`src/rtl/pipeline_ctrl.sv`:
```
// Central sequencer for the five-stage pipeline's register enables and flushes.
//
// Combines the hazard unit's requests and data-memory busy into per-stage write
// enables and flushes. A small FSM tracks the one-cycle branch-resolution window
// and multi-cycle flush windows. Two saturating counters expose statistics.
//
// Ports:
//   clk_i           clock, rising edge
//   rstn_i          asynchronous active-low reset
//   stall_i         load-use stall request
//   flush_i         taken branch/jump redirect, resolved in EX
//   ctrl_hazard_i   conditional branch in ID not yet resolved
//   dmem_busy_i     data memory not ready; freezes whole pipeline
//   pc_we_o         PC write enable
//   if_id_we_o      IF/ID write enable
//   if_id_flush_o   IF/ID clear to NOP
//   id_ex_we_o      ID/EX write enable
//   id_ex_flush_o   ID/EX clear to bubble
//   ex_mem_we_o     EX/MEM write enable
//   mem_wb_we_o     MEM/WB write enable
//   state_o         FSM state: RUN=0, BR_WAIT=1, FLUSH=2
//   stall_cnt_o     saturating count of stalled cycles
//   flush_cnt_o     saturating count of redirect events
`timescale 1ns / 1ps

module pipeline_ctrl #(
  parameter int unsigned FLUSH_CYCLES = 1,  // legal 1..4
  parameter int unsigned CNT_W        = 16
) (
  input  logic             clk_i,
  input  logic             rstn_i,
  input  logic             stall_i,
  input  logic             flush_i,
  input  logic             ctrl_hazard_i,
  input  logic             dmem_busy_i,
  output logic             pc_we_o,
  output logic             if_id_we_o,
  output logic             if_id_flush_o,
  output logic             id_ex_we_o,
  output logic             id_ex_flush_o,
  output logic             ex_mem_we_o,
  output logic             mem_wb_we_o,
  output logic [1:0]       state_o,
  output logic [CNT_W-1:0] stall_cnt_o,
  output logic [CNT_W-1:0] flush_cnt_o
);

  typedef enum logic [1:0] {
    StRun    = 2'd0,
    StBrWait = 2'd1,
    StFlush  = 2'd2
  } state_e;

  localparam logic [2:0]       FlushLoad = 3'(FLUSH_CYCLES - 1);
  localparam logic [CNT_W-1:0] CntMax    = {CNT_W{1'b1}};
  localparam logic [CNT_W-1:0] CntOne    = CNT_W'(1);

  state_e           state_q, state_d;
  logic [2:0]       fcnt_q, fcnt_d;  // remaining flush cycles after the current one
  logic [CNT_W-1:0] stall_cnt_q, stall_cnt_d;
  logic [CNT_W-1:0] flush_cnt_q, flush_cnt_d;
  logic             stall_inc, flush_inc;

  always_comb begin
    pc_we_o       = 1'b1;
    if_id_we_o    = 1'b1;
    if_id_flush_o = 1'b0;
    id_ex_we_o    = 1'b1;
    id_ex_flush_o = 1'b0;
    ex_mem_we_o   = 1'b1;
    mem_wb_we_o   = 1'b1;
    state_d       = state_q;
    fcnt_d        = fcnt_q;
    stall_inc     = 1'b0;
    flush_inc     = 1'b0;

    if (dmem_busy_i) begin
      // Whole pipeline freezes; a pending redirect stays in EX and reasserts later.
      pc_we_o     = 1'b0;
      if_id_we_o  = 1'b0;
      id_ex_we_o  = 1'b0;
      ex_mem_we_o = 1'b0;
      mem_wb_we_o = 1'b0;
      stall_inc   = 1'b1;
    end else if (flush_i) begin
      if_id_flush_o = 1'b1;
      id_ex_flush_o = 1'b1;
      flush_inc     = 1'b1;
      if (FLUSH_CYCLES > 1) begin
        state_d = StFlush;
        fcnt_d  = FlushLoad;
      end else begin
        state_d = StRun;
        fcnt_d  = 3'd0;
      end
    end else begin
      unique case (state_q)
        StRun, StBrWait: begin
          if (stall_i) begin
            pc_we_o       = 1'b0;
            if_id_we_o    = 1'b0;
            id_ex_flush_o = 1'b1;
            stall_inc     = 1'b1;
            state_d       = StRun;
          end else if (ctrl_hazard_i && state_q == StRun) begin
            // Hold fetch and inject a NOP until the branch resolves in EX.
            pc_we_o       = 1'b0;
            if_id_flush_o = 1'b1;
            stall_inc     = 1'b1;
            state_d       = StBrWait;
          end else begin
            state_d = StRun;
          end
        end
        StFlush: begin
          if_id_flush_o = 1'b1;
          id_ex_flush_o = 1'b1;
          if (fcnt_q <= 3'd1) begin
            state_d = StRun;
            fcnt_d  = 3'd0;
          end else begin
            fcnt_d = fcnt_q - 3'd1;
          end
        end
        default: begin
          state_d = StRun;
          fcnt_d  = 3'd0;
        end
      endcase
    end

    // Reset forces a safe frozen-and-cleared pipeline regardless of inputs.
    if (!rstn_i) begin
      pc_we_o       = 1'b0;
      if_id_we_o    = 1'b0;
      if_id_flush_o = 1'b1;
      id_ex_we_o    = 1'b0;
      id_ex_flush_o = 1'b1;
      ex_mem_we_o   = 1'b0;
      mem_wb_we_o   = 1'b0;
    end
  end

  always_comb begin
    stall_cnt_d = stall_cnt_q;
    flush_cnt_d = flush_cnt_q;
    if (stall_inc && stall_cnt_q != CntMax) stall_cnt_d = stall_cnt_q + CntOne;
    if (flush_inc && flush_cnt_q != CntMax) flush_cnt_d = flush_cnt_q + CntOne;
  end

  always_ff @(posedge clk_i or negedge rstn_i) begin
    if (!rstn_i) begin
      state_q     <= StRun;
      fcnt_q      <= 3'd0;
      stall_cnt_q <= '0;
      flush_cnt_q <= '0;
    end else begin
      state_q     <= state_d;
      fcnt_q      <= fcnt_d;
      stall_cnt_q <= stall_cnt_d;
      flush_cnt_q <= flush_cnt_d;
    end
  end

  assign state_o     = state_q;
  assign stall_cnt_o = stall_cnt_q;
  assign flush_cnt_o = flush_cnt_q;

endmodule
```
`config.mk`:
```
export PLATFORM = sky130hd
export DESIGN_NAME = pipeline_ctrl
export DESIGN_NICKNAME = d
export VERILOG_FILES = /design/src/rtl/pipeline_ctrl.sv
export SDC_FILE = /design/constraint.sdc
export NUM_CORES = 1
export LEC_CHECK = 0
export BUFFER_PORTS_ARGS = -buffer_cell sky130_fd_sc_hd__buf_4
export CAP_MARGIN = 20
export CORE_MARGIN = 3
export CORE_UTILIZATION = 30
export CTS_CLUSTER_DIAMETER = 40
export DETAILED_ROUTE_END_ITERATION = 10
export SLEW_MARGIN = 20
export SYNTH_ARGS = -nofsm -noshare
export SYNTH_HDL_FRONTEND = slang
export SYNTH_SLANG_ARGS = --single-unit
```
`constraint.sdc`:
```
create_clock -name clk_i -period 1.9 [get_ports clk_i]
set_input_delay 0 -clock clk_i [delete_from_list [all_inputs] [get_ports clk_i]]
set_output_delay 0 -clock clk_i [all_outputs]
set_load 0.02 [all_outputs]
```
==> metrics.md <==
| Metric | Value |
|---|---|
| Synth area leaders | dfrtp_1 46%, xor2_1 10%, mux2_2 3.8% |
| Reg2Reg Setup Slack | around 0.18 ns |
| Status | finished clean |
| Antenna diode count | 0 |
| CP max stage delay | slightly below 0.6 ns |
| RD Place Congestion | 0.797 |
| Synth top cells by count | 33 x dfrtp_1, 21 x xor2_1, 15 x nand2_1, 12 x nor2_1, 10 x nor3_1 |
| Power Density | 1110 nW/um^2 |
| CTS tree | done |
| Seq/Total Area, Yosys | between 40% and 50% |
| Nets | about 240 |
| Die Span Y | between 80 and 90 um |
| Initial antenna violation count | 0 |
| Net Count, Synth | ~180 |
| Routed wire length | around 4.3 mm |
| CTS sink count | 33 |
| Post-CTS Setup Inserts | 0 |
| Worst-path clk slew | about 0.07 ns |
| Synth top area share | 46.4% |
| Post-Syn Area per Cell | 10.4 sq um |
| Area growth from synthesis to layout | 32.0% |
| Max VDD drop | ~800 uV |
| Total of max-cap violations | 0 |
| Number of synthesized flops with an enable pin | 0 |
| Critical Path RT | roughly 2.1 ns |
| Fin. Hold Viols | 0 |
| Root buffer cell | clkbuf_8 |
| Layout cell share with drive strength beyond 1 | a little under a third |
| Post-synthesis cell count | 171 |
| Total track usage | roughly an eighth |
| Hold crit path type | primary input to asynchronous set/reset pin |
| CTS max path bufs | 2 |
| Cell taking the most area after synthesis | dfrtp_1 |
| CP max FO | 8 |
| DIE WIDTH | between 80 and 90 um |
| Hpwl dp | ~3.2 mm |
| Commonest register cell after synthesis | dfrtp_1 |
| Clock Skew | just over 0.006 ns |
| Top-Level Pins | 47 |
| Min Tclk post-route | 1.72 ns |
| Distinct cells, synth | 40 |
| Cts bufs inserted | 5 |
| Worst-Skew Late Latency | roughly 0.28 ns |
| Synth Register Bits | 33 |
| Core Area | between 5000 and 6000 sq um |
| Final std cells w/o fill | 301 |
| Startpoint types | flip-flop |
| # rows | 27 |
| Cell Chain, Critical Path | and3_1 > nand3_1 > or4_1 > xnor2_1 |
| Pins over their slew limit | 0 |
| Global route overflow | 0 |
| Port-buffer cells | 45 |
| Cell count after placement | 291 |
| Initial core utilization | between 30% and 40% |
| CP max-delay cell | or4_1 |
| Largest net degree at the start of global routing | 25 |
| P_leak | 1.09 nW |
| Final number of setup-violating endpoints | 0 |
| RSZ-0062 raised after global routing | no |
| H-Tree Depth | 2 |
| WL/cell | approximately 14 um |
| Number of global-route vias before repair | 1563 |
| Setup TNS | 0 ns |
| Max Freq | approximately 580 MHz |
| # DRC | 0 |
| Most frequent cell after synthesis | dfrtp_1 |
| Final ANT Viol Nets | 0 |
| Period utilisation layout | between 90% and 100% |
| Routed via count | about 1500 |
| First-pass GRT wire length | about 7.4 mm |
| Design Area, Final | 2350 sq um |
| Via/cell ratio | between 5 and 6 |
| Placed Area | approximately 2200 sq um |
| Ys async rst share | between 90% and 100% |
| Crit path kind | flip-flop to flip-flop |
| TritonRoute pass-1 iters | 4 |
| Worst EP arrival | 1.89 ns |
| Synthesized area | about 1800 sq um |
| Setup crit end kind | flip-flop |
| Post-cts resize count | 0 |
| Yosys warns | 0 |
| Cts hold-fix bufs | 3 |
| Die footprint | between 6000 and 7000 sq um |
| Drt initial violations | 44 |
cell families after synthesis:
family / after synthesis / synth area share (%)
compound gates: 16 / 5.90
buf+inv: 9 / 2.60
mux: 6 / 3.79
fa+ha+maj: 2 / 1.41
flops: 33 / 46.4
other cells: 1 / 0.211
xor+xnor: 24 / 11.8
simple gates: 80 / 27.9
path summary, 6_finish.rpt:
path	endpoint	start	depth (start not counted)
setup / recovery	flush_cnt_o[9]$_DFFE_PN0P_	flush_cnt_o[3]$_DFFE_PN0P_	4
hold / removal	flush_cnt_o[9]$_DFFE_PN0P_	rstn_i	2
setup reg to reg	flush_cnt_o[9]$_DFFE_PN0P_	flush_cnt_o[3]$_DFFE_PN0P_	4
hold reg to reg	flush_cnt_o[15]$_DFFE_PN0P_	flush_cnt_o[15]$_DFFE_PN0P_	1
max in group asynchronous	stall_cnt_o[0]$_DFFE_PN0P_	rstn_i	3
min in group clk_i	flush_cnt_o[2]$_DFFE_PN0P_	dmem_busy_i	4
sequential cells by signal (all words and copies together) (netlist names):
signal,cells
state_o,1
stall_cnt_o,16
flush_cnt_o,16
where the power goes:
| group | leakage, nW | switching, mW | internal, mW | total (mW) |
|---|---|---|---|---|
| sequential | 0.420 | 0.234 | 0.872 | 1.11 |
| combinational | 0.629 | 0.526 | 0.433 | 0.959 |
| clock | 0.0443 | 0.252 | 0.288 | 0.540 |
per-stage QoR:
stage	power (mW)	util, %	hold WS [ns]	worst slack (ns)
2_1_floorplan	1.62	-	-0.296	0.179
3_3_place_gp	2.06	39.6	-0.148	0.194
3_5_place_dp	2.08	39.6	-0.151	0.190
4_1_cts	2.64	41.7	0.0860	0.174
5_1_grt	2.77	41.7	0.108	0.0454
6_report	2.60	41.7	0.0884	0.176
per-layer routing:
layer	wire [um]	track usage, %	vias to the layer above
li1	-	-	730
met1	2010	16.4	743
met2	2010	21.1	44
met3	198	3.37	7
met4	55	4.16	0
met5	0	0	-
cells in the final DEF, fill, tap and decap left out, drive strengths merged:
master | netlist | final
clkbuf | 0 | 7
nand3 | 5 | 5
nand4 | 9 | 9
a21boi | 1 | 1
conb | 1 | 1
xnor2 | 3 | 3
nor4b | 5 | 5
nor3b | 4 | 4
ha | 2 | 2
nor4 | 8 | 8
xor2 | 21 | 21
or4 | 3 | 3
o41ai | 1 | 1
dfrtp | 33 | 33
and2 | 1 | 1
nand4b | 1 | 1
nand2 | 15 | 15
nor2b | 2 | 2
a211o | 2 | 2
o21ai | 5 | 5
nor2 | 12 | 12
dlygate4sd3 | 0 | 3
a21oi | 3 | 3
o21bai | 1 | 1
and3 | 1 | 1
inv | 5 | 5
o31a | 1 | 1
or2 | 1 | 1
a21o | 1 | 1
nor3 | 11 | 11
buf | 4 | 52
a211oi | 1 | 1
mux2 | 6 | 6
nand2b | 2 | 2
worst max-delay path, delay by kind of cell (launching register included):
family / cells / cell delay [ns]
AND/OR/NAND/NOR: 3 / 1.04
XOR/XNOR: 1 / 0.14
flip-flops: 1 / 0.42
layout make-up:
| type | count | area, sq um |
|---|---|---|
| multi-input cells | 129 | 908 |
| inverters | 5 | 18.8 |
| fillers | 569 | 3290 |
| flip-flops and latches | 33 | 826 |
| clock buffers | 7 | 86.3 |
| well taps | 72 | 90.1 |
| repair buffers | 55 | 420 |
Power figures use the tool's default switching activity.
